**src/rtl/mem_wb_stage_pkg.sv**
```systemverilog
// Shared defines for the MEM/WB stage: default widths, load-type encodings, zero word.
package mem_wb_stage_pkg;

  localparam int unsigned DefDataW = 32;
  localparam int unsigned DefRegAw = 5;

  localparam logic [DefDataW-1:0] ZeroWord = '0;

  typedef enum logic [2:0] {
    LdLw  = 3'b000,
    LdLb  = 3'b001,
    LdLbu = 3'b010,
    LdLh  = 3'b011,
    LdLhu = 3'b100
  } load_type_e;

endpackage

```
**src/rtl/mem_wb_stage_load_align.sv**
```systemverilog
// Load aligner: picks the addressed byte/halfword from a little-endian word and extends it.
module mem_wb_stage_load_align
  import mem_wb_stage_pkg::*;
#(
  parameter int unsigned DATA_W = DefDataW
) (
  input  logic [DATA_W-1:0] i_rdata,
  input  logic [1:0]        i_addr_lo,
  input  logic [2:0]        i_load_type,
  output logic [DATA_W-1:0] o_data
);

  logic [7:0]  w_byte;
  logic [15:0] w_half;

  // Lane select; addr_lo[0] is deliberately ignored for halfwords (no misalignment trap).
  always_comb begin
    w_byte = i_rdata[7:0];
    unique case (i_addr_lo)
      2'd0: w_byte = i_rdata[7:0];
      2'd1: w_byte = i_rdata[15:8];
      2'd2: w_byte = i_rdata[23:16];
      2'd3: w_byte = i_rdata[31:24];
      default: w_byte = i_rdata[7:0];
    endcase
    w_half = i_addr_lo[1] ? i_rdata[31:16] : i_rdata[15:0];
  end

  // Extension by load kind; unknown encodings fall back to a full-word load.
  always_comb begin
    o_data = i_rdata;
    case (i_load_type)
      LdLb:    o_data = {{(DATA_W-8){w_byte[7]}}, w_byte};
      LdLbu:   o_data = {{(DATA_W-8){1'b0}}, w_byte};
      LdLh:    o_data = {{(DATA_W-16){w_half[15]}}, w_half};
      LdLhu:   o_data = {{(DATA_W-16){1'b0}}, w_half};
      default: o_data = i_rdata;
    endcase
  end

endmodule

```
**src/rtl/mem_wb_stage.sv**
```systemverilog
// MEM/WB pipeline register: aligns load data, gates $0 writes, handles stall/flush, counts retires.
module mem_wb_stage
  import mem_wb_stage_pkg::*;
#(
  parameter int unsigned DATA_W = DefDataW,
  parameter int unsigned REG_AW = DefRegAw
) (
  input  logic              clk,
  input  logic              rst,
  input  logic              i_stall,
  input  logic              i_flush,
  input  logic              i_mem_valid,
  input  logic              i_mem_we,
  input  logic [REG_AW-1:0] i_mem_wreg,
  input  logic [DATA_W-1:0] i_mem_alu_result,
  input  logic              i_mem_is_load,
  input  logic [2:0]        i_mem_load_type,
  input  logic [1:0]        i_mem_addr_lo,
  input  logic [DATA_W-1:0] i_mem_rdata,
  output logic              o_wb_valid,
  output logic              o_wb_we,
  output logic [REG_AW-1:0] o_wb_write_reg,
  output logic [DATA_W-1:0] o_wb_write_data,
  output logic [31:0]       o_instret
);

  logic [DATA_W-1:0] w_load_data;
  logic [DATA_W-1:0] w_data_d;
  logic              w_we_d;

  logic              r_valid;
  logic              r_we;
  logic [REG_AW-1:0] r_wreg;
  logic [DATA_W-1:0] r_data;
  logic [31:0]       r_instret;

  mem_wb_stage_load_align #(
    .DATA_W (DATA_W)
  ) u_load_align (
    .i_rdata     (i_mem_rdata),
    .i_addr_lo   (i_mem_addr_lo),
    .i_load_type (i_mem_load_type),
    .o_data      (w_load_data)
  );

  // Next-state write data and enable; a write to $0 never reaches the register file.
  always_comb begin
    w_data_d = i_mem_is_load ? w_load_data : i_mem_alu_result;
    w_we_d   = i_mem_valid & i_mem_we & (i_mem_wreg != '0);
  end

  // Stage registers with priority rst > flush > stall > capture; flush keeps instret.
  always_ff @(posedge clk) begin
    if (rst) begin
      r_valid   <= 1'b0;
      r_we      <= 1'b0;
      r_wreg    <= '0;
      r_data    <= ZeroWord[DATA_W-1:0];
      r_instret <= '0;
    end else if (i_flush) begin
      r_valid <= 1'b0;
      r_we    <= 1'b0;
      r_wreg  <= '0;
      r_data  <= ZeroWord[DATA_W-1:0];
    end else if (!i_stall) begin
      r_valid <= i_mem_valid;
      r_we    <= w_we_d;
      r_wreg  <= i_mem_wreg;
      r_data  <= w_data_d;
      if (i_mem_valid) begin
        r_instret <= r_instret + 32'd1;
      end
    end
  end

  assign o_wb_valid      = r_valid;
  assign o_wb_we         = r_we;
  assign o_wb_write_reg  = r_wreg;
  assign o_wb_write_data = r_data;
  assign o_instret       = r_instret;

endmodule

```
**config.mk**
```make
export PLATFORM = sky130hd
export DESIGN_NAME = mem_wb_stage
export DESIGN_NICKNAME = d
export VERILOG_FILES = /design/src/rtl/mem_wb_stage_pkg.sv /design/src/rtl/mem_wb_stage_load_align.sv /design/src/rtl/mem_wb_stage.sv
export SDC_FILE = /design/constraint.sdc
export NUM_CORES = 1
export LEC_CHECK = 0
export BUFFER_PORTS_ARGS = -buffer_cell sky130_fd_sc_hd__buf_2
export CORE_ASPECT_RATIO = 1.5
export CORE_UTILIZATION = 49
export CTS_BUF_LIST = sky130_fd_sc_hd__clkbuf_16
export CTS_CLUSTER_DIAMETER = 50
export DETAILED_ROUTE_END_ITERATION = 7
export PLACE_DENSITY_LB_ADDON = 0.15
export SLEW_MARGIN = 20
export SYNTH_ARGS = -nofsm -noshare
export SYNTH_HDL_FRONTEND = slang
export SYNTH_SLANG_ARGS = --single-unit
```
**constraint.sdc**
```tcl
create_clock -name clk -period 2.5 [get_ports clk]
set_clock_uncertainty 0.1 [all_clocks]
set_input_delay 0.125 -clock clk [delete_from_list [all_inputs] [get_ports clk]]
set_output_delay 0.125 -clock clk [all_outputs]
set_load 0.02 [all_outputs]
```
==> Word-level counts from Yosys, hierarchy flattened <==
Cells that the tools add are included.
{ "totals": {"inputBits": 81, "reg_bits": 71, "out_inout_bits": 71, "elab_cells": 25} }
{ "op_classes": {"add_sub_neg": 1, "bitwise": 4, "reduce_logical": 4, "n_mux": 4, "eq_ne": 7} }
{ "ops": {"columns": ["operator", "count"], "rows": [
  ["$pmux 32 s4", 1],
  ["$add 32x1->32 const B", 1],
  ["$mux 32", 1],
  ["$pmux 8 s4", 1],
  ["$mux 16", 1],
  ["$eq 3x2->1 const B", 2],
  ["$reduce_bool 5->1", 1],
  ["$eq 2x2->1 const B", 2],
  ["$eq 3x1->1 const B", 1],
  ["$eq 3x3->1 const B", 1],
  ["$reduce_and 3->1", 1],
  ["$and 1x1->1", 2],
  ["$eq 2x1->1 const B", 1],
  ["$logic_not 2->1", 1],
  ["$not 1->1", 2],
  ["$reduce_or 2->1", 1]
]} }

==> Depth between registers and ports, before layout <==
Gate-level depths: netlist of the first run.
{ "logic_depth": {"word_depth": 4, "depth_mapped": 8, "depth_no_buf": 5} }

==> Cells and area by module <==
From an unflattened synthesis of the first run, not the netlist that was laid out.
{ "unflattened": {"cells_unflattened": 478, "hier_area_um2": 4096.4} }
{ "by_module_without_submodules": {"columns": ["mod", "n_inst", "cells_per_inst", "area_per_inst_um2", "seq_area_each_um2"], "rows": [
  ["mem_wb_stage", 1, 379, 3213.1, 1421.4],
  ["mem_wb_stage_load_align", 1, 99, 883.3, 0.0]
]} }

==> Least setup slack after synthesis of the first run <==
No wires, ideal clock.
{ "synth_timing": {"path_kind": "reg-to-reg", "start": "register r_instret[19] (netlist: o_instret[19])", "end": "register r_instret[31] (netlist: o_instret[31])", "path_buffers": 1, "period_less_slack_ns": 2.092, "t_arrival_ns": 1.922, "path_stages_with_launch": 7, "setup_ns": 0.070, "setup_slack_ns": 0.408, "t_required_ns": 2.330, "path_cell_list": "dfxtp_1 -> and4_1 -> buf_2 -> nand4_1 -> or4_4 -> or3_1 -> a21oi_1"} }
{ "synth_between": {"elab_chain_cells": 1} }
{ "synth_lines": {"columns": ["element", "line_no", "rtl"], "rows": [
  ["from (decl)", "mem_wb_stage.sv:35", "logic [31:0] r_instret;"],
  ["from (signal assigned)", "mem_wb_stage.sv:71", "r_instret <= r_instret + 32'd1;"],
  ["$add 32x1->32", "mem_wb_stage.sv:71", null]
]} }
No other way between the ends.
A chain may end at the register's enable or synchronous reset.

==> Final worst setup path of the first run <==
Ends and elaborated chain as after synthesis.

==> flow_summary.json, run 1 <==
{
  "final_critical_path_setup_slack_ns": 0.3859,
  "ys_types": 45,
  "gr-total-overflow": 0,
  "synth.yosys.warnings": 0,
  "first_global_vias": 3988,
  "worst_setup_path_startpoint": "o_instret[19]",
  "synthFlopType": "sky130_fd_sc_hd__dfxtp_1",
  "mostFrequentLayoutCells": "151 x sky130_fd_sc_hd__buf_2, 71 x sky130_fd_sc_hd__dfxtp_1, 53 x sky130_fd_sc_hd__nor2_1",
  "detailedRoute.firstIterationViolations": 239,
  "pin_count": 152,
  "tritoncts": "done",
  "tns_ns": 0,
  "power_density_nw_per_um2": 544.3,
  "synthArstFlopShare_pct": 0,
  "flip_flop_and_latch_count_after_synthesis": 71,
  "maximum_vdd_drop_v": 0.0003476,
  "postRouteWirelength_um": 11620,
  "fillCellCount": 659,
  "power.share.switching_pct": 26.95,
  "place_congestion": 0.8926,
  "synth-seq-area-share_pct": 38.18,
  "relSlewSlack_pct": 39.37,
  "global_route_wire_length_before_repair_um": 18500,
  "drt-vias-per-instance": 5.679,
  "drv_cap": 0,
  "cp.buffers_inverters": 0,
  "number_of_max_slew_violations_in_the_final_report": 0,
  "maxClockFrequency_ghz": 0.4730,
  "clock_sink_count": 71,
  "cts-root-to-sink-buffers": 2,
  "layout.cells.most_common": "sky130_fd_sc_hd__buf_2",
  "period_minus_slack_ns": 2.114,
  "ff_to_ff_start": "o_instret[19]",
  "final_antenna_net_count": 0,
  "p_seq_share_pct": 43.2,
  "detail_route.first_pass.iterations": 5,
  "cts_inserted_buffers": 9,
  "vertical_die_dimension_um": 108.7,
  "hold_start": "i_mem_alu_result[14]",
  "placeable_core_region_um2": 7274,
  "total_leakage_power_nw": 2.268,
  "internal_power_mw": 1.985,
  "multiInputGateArea_um2": 2125,
  "cp.required_ns": 2.65,
  "worst-slew-pin-transition_ns": 0.9018,
  "path_max_fanout": 8,
  "critPathSlowestCell": "sky130_fd_sc_hd__or4_4",
  "p_sw_mw": 0.7322,
  "io_buffers": 151,
  "wl_per_cell_um": 16.14,
  "synth-edff-count": 0,
  "worst_hold_path_type": "input port to flop",
  "floorplan.initialDensity_pct": 51.17,
  "finalPower_mw": 2.717,
  "die_area_um2": 7956,
  "netlist_instances": 459,
  "synth.cell_area_um2": 3722,
  "flow.area_growth_from_synthesis_pct": 34.12,
  "synth_fp_nets": 541,
  "report.final.setup_viol": 0,
  "rsz0062_at_grt": "no",
  "sequential_cell_area_um2": 1421,
  "slowest_stage_delay_on_critical_path_ns": 0.51,
  "htree_levels": 3,
  "syn-mean-instance-area_um2": 8.110,
  "finish.net_count": 697,
  "critical_path_class": "flop to flop",
  "final_layout_size_suffix_gt1_share_pct": 30.16,
  "detailroute.via_count": 4089,
  "path_delay_family": "simple AND/OR/NAND/NOR gates",
  "p_comb_share_pct": 14.8,
  "cts_resized": 0,
  "worst_skew_pair_later_pin_latency_ns": 0.33,
  "clock_transition_at_path_regs_ns": 0.06,
  "cp-start-kind": "flop",
  "core.rowCount": 38,
  "place_worst_setup_slack_ns": 0.4222,
  "netlist.area_leader.share_pct": 38.18,
  "layout.cell_area.non_filler_um2": 4992,
  "run_status": "complete, no violations",
  "antenna_diodes": 0,
  "remaining_drc_errors": 0,
  "dpl-instance-area_um2": 4536,
  "cp_capture_type": "flop",
  "hold_viol_final": 0,
  "grt_usage_pct": 30.43,
  "clk_root_buffer_cell": "sky130_fd_sc_hd__clkbuf_16",
  "final_core_utilization_pct": 68.63,
  "place.detailed.hpwl_um": 8363,
  "p_clk_share_pct": 42.0,
  "grt_start_max_net_pins": 35,
  "synth_top_cells_by_area": "sky130_fd_sc_hd__dfxtp_1 38%, sky130_fd_sc_hd__a21oi_1 6.3%, sky130_fd_sc_hd__nor2_1 5.3%, sky130_fd_sc_hd__xnor2_1 4.9%, sky130_fd_sc_hd__nand2_1 4.0%",
  "worstPathArrival_ns": 2.27,
  "synth_top_cell_by_area": "sky130_fd_sc_hd__dfxtp_1",
  "period_share_pct": 84.56,
  "die_x_um": 73.17,
  "timing.critical_path.cells": "and4_1 -> nand4_1 -> or4_4 -> or3_1 -> a21oi_1",
  "number_of_antenna_violations_at_the_first_check_in_global_routing": 0
}
worst paths after layout:
path	slack, ns	endpoint	depth (start not counted)
max	0.39	o_instret[31]	5
min	0.02	o_wb_write_data[14]	3
max reg2reg	0.39	o_instret[31]	5
min reg2reg	0.34	o_wb_write_data[30]	1
cell usage after synthesis, types with 2 or more instances:
cell type,instances
sky130_fd_sc_hd__or3_1,4
sky130_fd_sc_hd__dfxtp_1,71
sky130_fd_sc_hd__nor4_1,12
sky130_fd_sc_hd__buf_1,2
sky130_fd_sc_hd__o21ai_0,29
sky130_fd_sc_hd__xor2_1,8
sky130_fd_sc_hd__a221oi_1,6
sky130_fd_sc_hd__and4_1,5
sky130_fd_sc_hd__nand2_1,40
sky130_fd_sc_hd__a211oi_1,8
sky130_fd_sc_hd__o221ai_1,14
sky130_fd_sc_hd__nand2b_1,3
sky130_fd_sc_hd__and3_1,4
sky130_fd_sc_hd__nand4_1,8
sky130_fd_sc_hd__clkbuf_1,29
sky130_fd_sc_hd__a21o_1,16
sky130_fd_sc_hd__mux2i_1,7
sky130_fd_sc_hd__nor2_1,53
sky130_fd_sc_hd__inv_1,8
sky130_fd_sc_hd__nor2b_1,3
sky130_fd_sc_hd__mux2_2,7
sky130_fd_sc_hd__or2_2,2
sky130_fd_sc_hd__o31ai_1,2
sky130_fd_sc_hd__a21oi_1,47
sky130_fd_sc_hd__xnor2_1,21
sky130_fd_sc_hd__nor3_1,8
sky130_fd_sc_hd__a22oi_1,15
sky130_fd_sc_hd__a31oi_1,2
sky130_fd_sc_hd__nand3_1,7
sky130_fd_sc_hd__buf_2,3
kinds of logic after synthesis:
kind of cell	after synthesis	synth area share (%)
flops	71	38.18
mux	15	4.605
fa+ha+maj	1	0.3361
simple gates	156	20.84
buf+inv	44	4.739
compound gates	143	24.47
xor+xnor	29	6.824
routing by layer:
metal  track usage, %  vias up  wire length [um]
met5                0        -                 0
met3            5.545       37               737
li1                 -     1991                 -
met4            19.61        0               545
met2            55.42      167              6240
met1            31.14     1894              4099
power by group through the flow:
stage | Sequential (mW) | Combinational [mW] | Clock, mW
2_1_floorplan | 1.23 | 0.186 | 0
4_1_cts | 1.17 | 0.397 | 1.17
5_1_grt | 1.18 | 0.438 | 1.22
3_3_place_gp | 1.20 | 0.369 | 0
3_5_place_dp | 1.20 | 0.374 | 0
6_report | 1.17 | 0.402 | 1.14
repair_timing:
item                                   4_1_cts  5_1_grt
endpoints found under the hold margin       14        0
hold buffers                                19        0
setup buffers                                0        0
tightest hold or removal path: stages:
cell                      delay [ns]
sky130_fd_sc_hd__buf_2          0.08
sky130_fd_sc_hd__o21ai_0        0.07
sky130_fd_sc_hd__o21ai_0        0.14
area by class of cell:
type                    count  share of cell area, %
clock buffers               9                  4.511
multi-input cells         344                  42.56
repair buffers            180                  20.45
inverters                   9                 0.6767
flip-flops and latches     71                  28.47
well taps                 100                  2.506
clock inverters             7                 0.8271
metrics by stage:
step                std cells  hold slack, ns
floorplan                 459          0.1606
global placement          685          0.2696
detailed placement        685          0.2826
CTS                       720        0.001769
global route              720         0.01308
finish                    720         0.01675
(Power assumes the default switching activity.)
==> inputs of run 2 (changes only) <==
--- a/config.mk
+++ b/config.mk
@@ -5,9 +5,10 @@
 export SDC_FILE = /design/constraint.sdc
 export NUM_CORES = 1
 export LEC_CHECK = 0
+export ABC_AREA = 1
 export BUFFER_PORTS_ARGS = -buffer_cell sky130_fd_sc_hd__buf_2
 export CORE_ASPECT_RATIO = 1.5
-export CORE_UTILIZATION = 49
+export CORE_UTILIZATION = 51
 export CTS_BUF_LIST = sky130_fd_sc_hd__clkbuf_16
 export CTS_CLUSTER_DIAMETER = 50
 export DETAILED_ROUTE_END_ITERATION = 7
==> constraint.sdc (replaced) <==
create_clock -name clk -period 2.1 [get_ports clk]
set_clock_uncertainty 0.1 [all_clocks]
set_input_delay 0.105 -clock clk [delete_from_list [all_inputs] [get_ports clk]]
set_output_delay 0.105 -clock clk [all_outputs]
set_load 0.02 [all_outputs]
==> run 2 against run 1 <==
  * Area after synthesis up 22%
  * Setup slack lost 0.19 ns
  * Count of clock-buffer cells in the layout unchanged
  * Final area is 18% higher
  * Routed wire length is 27% higher
  * Sequential power up 20%
  * Power increased by 34%
  * Sequential share of layout area fell by 4.4 points
  * Worst hold slack got worse by 0.0046 ns
  * Sequential cell count stayed put
==> flow_summary.json, run 2 <==
{
  "period_share_pct": 90.83,
  "detailroute.via_count": 5486,
  "synth.yosys.warnings": 0,
  "synthArstFlopShare_pct": 0,
  "htree_levels": 3,
  "relSlewSlack_pct": 68.35,
  "netlist_top_cells_count": "258 x sky130_fd_sc_hd__nand2_1, 83 x sky130_fd_sc_hd__a21oi_1, 72 x sky130_fd_sc_hd__nor2_1",
  "r2r_slack_ns": 0.19,
  "remaining_drc_errors": 0,
  "worstPathArrival_ns": 2.04,
  "detail_route.first_pass.iterations": 5,
  "worst_hold_path_type": "input port to flop",
  "drv_cap": 0,
  "io_buffers": 151,
  "first_global_vias": 5129,
  "final_layout_size_suffix_gt1_share_pct": 26.31,
  "yosys.cell_count.top_type": "sky130_fd_sc_hd__nand2_1",
  "clk_root_buffer_cell": "sky130_fd_sc_hd__clkbuf_16",
  "total_leakage_power_nw": 2.822,
  "worst-slew-pin-transition_ns": 0.4742,
  "syn-mean-instance-area_um2": 6.090,
  "synth_top_cell_by_area": "sky130_fd_sc_hd__dfxtp_1",
  "cp-start-kind": "flop",
  "postCtsSetupRepairBufs": 0,
  "drt-vias-per-instance": 5.363,
  "grt.met1_usage_pct": 34.65,
  "grt_usage_pct": 32.26,
  "synth.cell_area_um2": 4549,
  "ys_types": 33,
  "die_x_um": 79.12,
  "worst_hold_slack_ns": 0.01211,
  "busiest_layer": "met2",
  "fillCellCount": 775,
  "cts.hold.buffers_added": 20,
  "synth-edff-count": 0,
  "report.final.setup_viol": 0,
  "flip_flop_and_latch_count_after_synthesis": 71,
  "tns_ns": 0,
  "internal_power_mw": 2.650,
  "worst_skew_pair_later_pin_latency_ns": 0.33,
  "p_sw_mw": 0.9952,
  "pin_count": 152,
  "final_antenna_net_count": 0,
  "detailedRoute.firstIterationViolations": 232,
  "die_area_um2": 9310,
  "hold_viol_final": 0,
  "clock_sink_count": 71,
  "p_comb_share_pct": 16.9,
  "grt_start_max_net_pins": 61,
  "clock_transition_at_path_regs_ns": 0.06,
  "number_of_antenna_violations_at_the_first_check_in_global_routing": 0,
  "global_route.usage.met3_pct": 5.659,
  "synthFlopType": "sky130_fd_sc_hd__dfxtp_1",
  "p_clk_share_pct": 44.7,
  "maxClockFrequency_ghz": 0.5242,
  "gr-total-overflow": 0,
  "cts_inserted_buffers": 9,
  "synth_top_cells_by_area": "sky130_fd_sc_hd__dfxtp_1 31%, sky130_fd_sc_hd__nand2_1 21%, sky130_fd_sc_hd__a21oi_1 9.1%, sky130_fd_sc_hd__o21ai_0 6.3%, sky130_fd_sc_hd__nor2_1 5.9%",
  "core.rowCount": 41,
  "antenna_diodes": 0,
  "run_status": "complete, no violations",
  "cp_capture_type": "flop",
  "synth-seq-area-share_pct": 31.24,
  "cts-root-to-sink-buffers": 2,
  "finish.net_count": 993,
  "global_route_wire_length_before_repair_um": 23470,
  "power_density_nw_per_um2": 617.5,
  "synth_fp_nets": 829,
  "maximum_vdd_drop_v": 0.0006676,
  "gr-usage-met2_pct": 55.82,
  "floorplan.initialDensity_pct": 53.42,
  "p_seq_share_pct": 38.4,
  "power.share.switching_pct": 27.30,
  "rsz0062_at_grt": "no",
  "mostFrequentLayoutCells": "258 x sky130_fd_sc_hd__nand2_1, 151 x sky130_fd_sc_hd__buf_2, 83 x sky130_fd_sc_hd__a21oi_1",
  "vertical_die_dimension_um": 117.7,
  "postRouteWirelength_um": 14810,
  "cts_resized": 0,
  "flow.area_growth_from_synthesis_pct": 29.79,
  "path_max_fanout": 5,
  "place_congestion": 0.9428,
  "place.detailed.hpwl_um": 10910,
  "cp.required_ns": 2.23,
  "tritoncts": "done",
  "netlist.area_leader.share_pct": 31.24,
  "critical_path_class": "flop to flop",
  "period_minus_slack_ns": 1.908,
  "placeable_core_region_um2": 8516,
  "netlist_instances": 747,
  "number_of_max_slew_violations_in_the_final_report": 0,
  "layout.cells.most_common": "sky130_fd_sc_hd__nand2_1",
  "wl_per_cell_um": 14.47
}
==> run 2: logic make-up (layout without fill, tap and decap cells) <==
family / count (synthesis) / after routing / share of synthesized area, %
AOI/OAI and AO/OA: 158 / 158 / 18.59
adders and majority gates: 1 / 1 / 0.2750
buffers and inverters: 88 / 257 / 8.388
DFF: 71 / 71 / 31.24
and+or+nand+nor: 429 / 429 / 41.50
==> run 2: final cells by class <==
class | count | area (um^2) | share of cell area (%)
clock inverter | 7 | 88.84 | 1.505
tap | 107 | 133.9 | 2.267
sequential | 71 | 1421 | 24.07
inverter | 56 | 212.7 | 3.602
timing repair buffer | 185 | 1074 | 18.18
clock buffer | 9 | 225.2 | 3.814
multi-input combinational | 588 | 2749 | 46.56
==> run 2: metrics by stage <==
stage               power, mW  cells  util, %  area [um^2]  setup WS (ns)
floorplan               1.805    747        -         4549         0.2913
CTS                     3.659   1023    69.34         5904         0.2059
detailed placement      2.008    987    63.30         5390         0.2142
finish                  3.646   1023    69.34         5904         0.1925
global placement        2.000    987    63.30         5390         0.2961
global route            3.788   1023    69.34         5904        0.02216
==> run 2: worst paths after layout <==
check | startpoint | endpoint | cells past startpoint
worst max-delay path | o_instret[0] | o_instret[16] | 10
worst min register to register | o_wb_write_reg[0] | o_wb_write_reg[0] | 2
worst max register to register | o_instret[0] | o_instret[16] | 10
worst min-delay path | i_mem_alu_result[19] | o_wb_write_data[19] | 4
==> run 2: worst max-delay path, stage by stage (launching register included) <==
cell and delay, ns:
sky130_fd_sc_hd__dfxtp_1 0.41, sky130_fd_sc_hd__ha_1 0.26, sky130_fd_sc_hd__nand3_2 0.13, sky130_fd_sc_hd__nor2_2 0.20, sky130_fd_sc_hd__nand3b_1 0.18, sky130_fd_sc_hd__inv_1 0.15
sky130_fd_sc_hd__nand2_1 0.07, sky130_fd_sc_hd__nor2_1 0.13, sky130_fd_sc_hd__nand2_1 0.06, sky130_fd_sc_hd__nand2_1 0.06, sky130_fd_sc_hd__nor2_1 0.05
==> run 2: power groups by stage <==
| stage | combinational (mW) | sequential (mW) | clock, mW |
|---|---|---|---|
| final | 0.616 | 1.40 | 1.63 |
| after global routing | 0.679 | 1.40 | 1.70 |
| after CTS | 0.612 | 1.40 | 1.65 |
| after detailed placement | 0.578 | 1.43 | 0 |
| after global placement | 0.572 | 1.43 | 0 |
| after floorplan | 0.334 | 1.47 | 0 |
==> run 2: per-layer routing <==
metal  up-vias  wire (um)
li1       2735          -
met1      2452       5546
met2       243       7536
met3        56        861
met4         0        862
met5         -          0
